==> src/rtl/csr_access_ctrl.sv <==
// Round-robin arbiter in front of the single CSR file port.
// Every access is privilege-checked; only passing accesses reach the CSR file.
module csr_access_ctrl #(
  parameter int          NUM_REQ   = 2,
  parameter logic [11:0] PROT_ADDR = 12'h064,
  parameter int          TIMEOUT   = 15
) (
  input  logic                  clk_i,
  input  logic                  rst_ni,
  input  logic [NUM_REQ-1:0]    req_valid_i,
  output logic [NUM_REQ-1:0]    req_ready_o,
  input  logic [NUM_REQ-1:0]    req_we_i,
  input  logic [NUM_REQ*12-1:0] req_addr_i,
  input  logic [NUM_REQ*32-1:0] req_wdata_i,
  input  logic [NUM_REQ*2-1:0]  req_priv_i,
  output logic [NUM_REQ-1:0]    rsp_valid_o,
  output logic                  rsp_fault_o,
  output logic [31:0]           rsp_rdata_o,
  output logic                  csr_we_o,
  output logic                  csr_read_o,
  output logic [11:0]           csr_addr_o,
  output logic [31:0]           csr_wdata_o,
  input  logic                  csr_ack_i,
  input  logic [31:0]           csr_rdata_i,
  output logic [7:0]            fault_cnt_o
);

  localparam int IW = $clog2(NUM_REQ);

  localparam logic [1:0] S_IDLE  = 2'd0;
  localparam logic [1:0] S_CHECK = 2'd1;
  localparam logic [1:0] S_ISSUE = 2'd2;
  localparam logic [1:0] S_RESP  = 2'd3;

  localparam logic [7:0]    TO_LAST  = 8'(TIMEOUT - 1);
  localparam logic [IW-1:0] LAST_IDX = IW'(NUM_REQ - 1);

  logic [1:0]    state;
  logic [IW-1:0] rr_ptr;
  logic [IW-1:0] win;
  logic          we_q;
  logic [11:0]   addr_q;
  logic [31:0]   wdata_q;
  logic [1:0]    priv_q;
  logic          fault_q;
  logic [31:0]   rdata_q;
  logic [7:0]    to_cnt;
  logic [7:0]    fault_cnt;

  logic          found;
  logic [IW-1:0] pick;
  logic [IW-1:0] idx;

  // First valid requester at or after rr_ptr, wrapping around.
  always_comb begin
    found = 1'b0;
    pick  = '0;
    idx   = '0;
    for (int i = 0; i < NUM_REQ; i++) begin
      idx = IW'((int'(rr_ptr) + i) % NUM_REQ);
      if (!found && req_valid_i[idx]) begin
        found = 1'b1;
        pick  = idx;
      end
    end
  end

  logic [1:0] required;
  logic       chk_fault;

  always_comb begin
    required  = (addr_q == PROT_ADDR) ? 2'b11 : addr_q[9:8];
    chk_fault = (priv_q == 2'b10)
             || (priv_q < required)
             || (we_q && addr_q[11:10] == 2'b11);
  end

  logic [IW-1:0] next_ptr;

  assign next_ptr = (win == LAST_IDX) ? '0 : win + 1'b1;

  always_ff @(posedge clk_i) begin
    if (!rst_ni) begin
      state     <= S_IDLE;
      rr_ptr    <= '0;
      win       <= '0;
      we_q      <= 1'b0;
      addr_q    <= '0;
      wdata_q   <= '0;
      priv_q    <= '0;
      fault_q   <= 1'b0;
      rdata_q   <= '0;
      to_cnt    <= '0;
      fault_cnt <= '0;
    end else begin
      unique case (state)
        S_IDLE: begin
          if (found) begin
            win     <= pick;
            we_q    <= req_we_i[pick];
            addr_q  <= req_addr_i[int'(pick)*12 +: 12];
            wdata_q <= req_wdata_i[int'(pick)*32 +: 32];
            priv_q  <= req_priv_i[int'(pick)*2 +: 2];
            fault_q <= 1'b0;
            rdata_q <= '0;
            state   <= S_CHECK;
          end
        end
        S_CHECK: begin
          if (chk_fault) begin
            fault_q <= 1'b1;
            state   <= S_RESP;
          end else begin
            to_cnt <= '0;
            state  <= S_ISSUE;
          end
        end
        S_ISSUE: begin
          // An ack arriving on the last allowed cycle beats the timeout.
          if (csr_ack_i) begin
            rdata_q <= we_q ? 32'd0 : csr_rdata_i;
            fault_q <= 1'b0;
            state   <= S_RESP;
          end else if (to_cnt == TO_LAST) begin
            fault_q <= 1'b1;
            state   <= S_RESP;
          end else begin
            to_cnt <= to_cnt + 8'd1;
          end
        end
        S_RESP: begin
          if (fault_q && fault_cnt != 8'hFF) begin
            fault_cnt <= fault_cnt + 8'd1;
          end
          rr_ptr <= next_ptr;
          state  <= S_IDLE;
        end
        default: state <= S_IDLE;
      endcase
    end
  end

  always_comb begin
    req_ready_o = '0;
    if (rst_ni && state == S_IDLE && found) begin
      req_ready_o[pick] = 1'b1;
    end
  end

  always_comb begin
    rsp_valid_o = '0;
    if (state == S_RESP) begin
      rsp_valid_o[win] = 1'b1;
    end
  end

  assign rsp_fault_o = (state == S_RESP) && fault_q;
  assign rsp_rdata_o = (state == S_RESP) ? rdata_q : 32'd0;

  assign csr_we_o    = (state == S_ISSUE) && we_q;
  assign csr_read_o  = (state == S_ISSUE) && !we_q;
  assign csr_addr_o  = addr_q;
  assign csr_wdata_o = wdata_q;
  assign fault_cnt_o = fault_cnt;

endmodule

==> config.mk <==
export PLATFORM = sky130hd
export DESIGN_NAME = csr_access_ctrl
export DESIGN_NICKNAME = d
export VERILOG_FILES = /design/src/rtl/csr_access_ctrl.sv
export SDC_FILE = /design/constraint.sdc
export NUM_CORES = 1
export LEC_CHECK = 0
export CAP_MARGIN = 20
export CORE_MARGIN = 2
export CORE_UTILIZATION = 42
export CTS_CLUSTER_DIAMETER = 150
export DETAILED_ROUTE_END_ITERATION = 7
export GPL_ROUTABILITY_DRIVEN = 0
export PLACE_DENSITY = 0.91
export SLEW_MARGIN = 30
export SYNTH_ARGS = -nofsm -noshare
export SYNTH_HDL_FRONTEND = slang
export SYNTH_SLANG_ARGS = --single-unit
==> constraint.sdc <==
create_clock -name clk_i -period 3.26 [get_ports clk_i]
set_input_delay 0.815 -clock clk_i [delete_from_list [all_inputs] [get_ports clk_i]]
set_output_delay 0.815 -clock clk_i [all_outputs]
set_load 0.02 [all_outputs]
==> out/metrics.cfg <==
[grt]
grt_pass1_vias=4908
grt_max_degree=108
antenna_found_initial=0
grt_usage=0.226
grt_pass1_wl_um=23300
overflow=0

[timing]
slew_violations=0
timing.final.hold_violations=0
fin_crit_sh=0.924
fin_crit_ns=3.01
finalSetupViolCount=0
max_freq_mhz=332
final.setup_skew_ns=0.00601
tightest_slew_ns=0.721
fin_setup_tns_ns=0
slew_headroom=0.519
rsz0062_at_grt=false

[place]
place_area_um2=7260
io_buffers=221
dp_hpwl_um=11100
dp_cells=881

[final_layout]
final_area_um2=7560
fillers=868
diodes=0
multiInputGateArea_um2=2740
instances_no_fill=897
regArea_um2=2000
fin_nets=888
drive_gt1_frac=0.0517
syn2layout_area_growth_pct=53.8

[clock_network]
insertion_delay_ns=0.33
cts.htree.levels=3
cts_root_buf=clkbuf_16
cts_buffers=9
cts.sinks=100
ctsHoldBuffers=0
tritoncts=done
clockBufferDepth=2
clkTransAtPathRegs_ns=0.06

[setup_path]
max_stage_delay_ns=0.65
critPathSlowestCell=clkdlybuf4s50_1
crit_fanout=11
required_ns=2.44
arrival_ns=2.20
path_cells=inv_1 -> ha_1 -> inv_1 -> nor2_2 -> clkdlybuf4s50_1
worstSetupPathType=flop to output pin
end_kind=output pin
startpoint_type=flop
worst_path_most_repeated_cell=inv_1

[min_path]
min_path_type=flop to flop

[run]
maxCapViolations=0

[route]
finalWirelength_um=14700
drc=0
drt_pass1_iterations=4
wl_per_cell_um=16.4
routed-via-count=4793
ant_nets=0
vias_per_cell=5.34
drt_first_iter_violations=336

[yosys]
post_synth.cell_area_avg_um2=9.00
yosysTopAreaCell=dfxtp_1
synthesis.nets=685
syn_area_um2=4920
synth_cells=546
async_flop_share=0
post_synth_num_cell_types=42
synth_area_leaders=dfxtp_1, mux2i_1, o211a_1
ys.flop_type=dfxtp_1
synth_top_area_share=0.407
ys_warn_count=0
ys_seq_area_frac=0.407
ys_seq_elements=100
synth_edf_count=0

[power]
vdd_ir_drop_max_mv=0.820
p_leak_uw=0.00343
powerDensity_nw_per_um2=641

[die]
ios=222
fp-row-count=39
dieHeight_um=112
die_w_um=112
start_util=0.431
core_area_um2=11400
dieArea_um2=12600

[status]
outcome=completed

## sequential cells by signal (all words and copies together), names as in the netlist
register and count:
csr_addr_o 12, csr_wdata_o 32, fault_cnt_o 8, fault_q 1, priv_q 2, rdata_q 32, rr_ptr 1, state 2
to_cnt 8, we_q 1, win 1
## per-stage QoR
stage          power (µW)  worst slack, ns   util  hold slack (ns)
2_1_floorplan        2890            0.378      -            0.433
5_1_grt              5110            0.158  0.662            0.483
3_3_place_gp         3730           0.0536  0.636            0.447
3_5_place_dp         3810          0.00663  0.636            0.454
4_1_cts              4880          0.00441  0.662            0.462
6_report             4840            0.248  0.662            0.458
## worst paths after layout
path                         startpoint                       to  slack, ns  cells after the start
max               state[0]$_SDFFE_PN0P_               csr_read_o       0.25                      5
max reg2reg  csr_addr_o[5]$_SDFFE_PN0P_   to_cnt[2]$_SDFFE_PN0P_       0.50                     10
min reg2reg     rdata_q[3]$_SDFFE_PN0P_  rdata_q[3]$_SDFFE_PN0P_       0.46                      2
min             rdata_q[3]$_SDFFE_PN0P_  rdata_q[3]$_SDFFE_PN0P_       0.46                      2
## synthesized netlist by cell type, drive strengths merged, types with 5 or more instances
| cell type | number |
|---|---|
| nor2 | 12 |
| nand2 | 94 |
| nand3 | 38 |
| nor3b | 6 |
| inv | 8 |
| o2bb2ai | 6 |
| clkbuf | 35 |
| dfxtp | 100 |
| o21ai | 8 |
| and2 | 42 |
| ha | 8 |
| o211a | 47 |
| buf | 7 |
| nor2b | 7 |
| a21boi | 34 |
| a211oi | 5 |
| mux2i | 51 |
## placed cells by master, fill, tap and decap left out, types with 2 or more instances in the layout
master and count:
a31oi_1 2, xor2_1 4, a21oi_1 2, and3_1 2, a211oi_1 5, nand2_1 94
inv_1 8, a21oi_2 2, nor2b_1 6, nor3b_1 6, dlymetal6s2s_1 2, clkdlybuf4s50_1 218
o21ai_1 2, nor2_1 11, nor3_1 3, dfxtp_1 100, clkbuf_16 9, clkbuf_1 2
and2_1 42, o21ai_0 5, mux2i_1 51, o211a_1 47, a21boi_0 34, o2bb2ai_1 6
nand4_1 4, buf_4 12, ha_1 8, or3_1 2, nor4_1 2, clkinv_2 2
nand3_1 38
## power by group
| group | total, µW | switching, µW | internal [µW] | leakage [µW] |
|---|---|---|---|---|
| sequential | 1700 | 199 | 1500 | 0.000819 |
| clock | 1050 | 432 | 615 | 0.000147 |
| combinational | 2100 | 1160 | 935 | 0.00247 |
| total | 4840 | 1790 | 3050 | 0.00343 |
## metal layers
metal,global-route usage,vias up,routed length [µm]
met4,0.0732,0,289
met2,0.420,210,7360
li1,-,2328,-
met1,0.241,2236,5720
met3,0.0756,19,1350
met5,0,-,0
## timing repair
action | 4_1_cts | 5_1_grt
endpoints found under the setup margin | 0 | 2
gates resized for setup | 0 | 2
setup buffers | 0 | 0
## cells by family after synthesis
| logic type | after synthesis | share of synthesized area |
|---|---|---|
| AO/OA/AOI/OAI | 112 | 0.194 |
| flip-flops | 100 | 0.407 |
| adder cells (fa/ha/maj) | 8 | 0.0204 |
| multiplexers | 51 | 0.104 |
| buffers and inverters | 50 | 0.0400 |
| AND/OR/NAND/NOR | 220 | 0.225 |
| XOR/XNOR | 5 | 0.00891 |
## worst max-delay path, delay by kind of cell, from the launching register on
family / cells / cell delay, ns
flip-flops: 1 / 0.34
AND/OR/NAND/NOR: 1 / 0.18
buffers and inverters: 3 / 0.95
adder cells (fa/ha/maj): 1 / 0.39
## layout make-up
| class | count | share of cell area |
|---|---|---|
| inverter | 8 | 0.00397 |
| timing repair buffer | 234 | 0.306 |
| clock buffer | 12 | 0.0326 |
| tap | 143 | 0.0237 |
| multi-input combinational | 396 | 0.363 |
| clock inverter | 4 | 0.00645 |
| sequential | 100 | 0.265 |
Power figures use the tool's default switching activity.
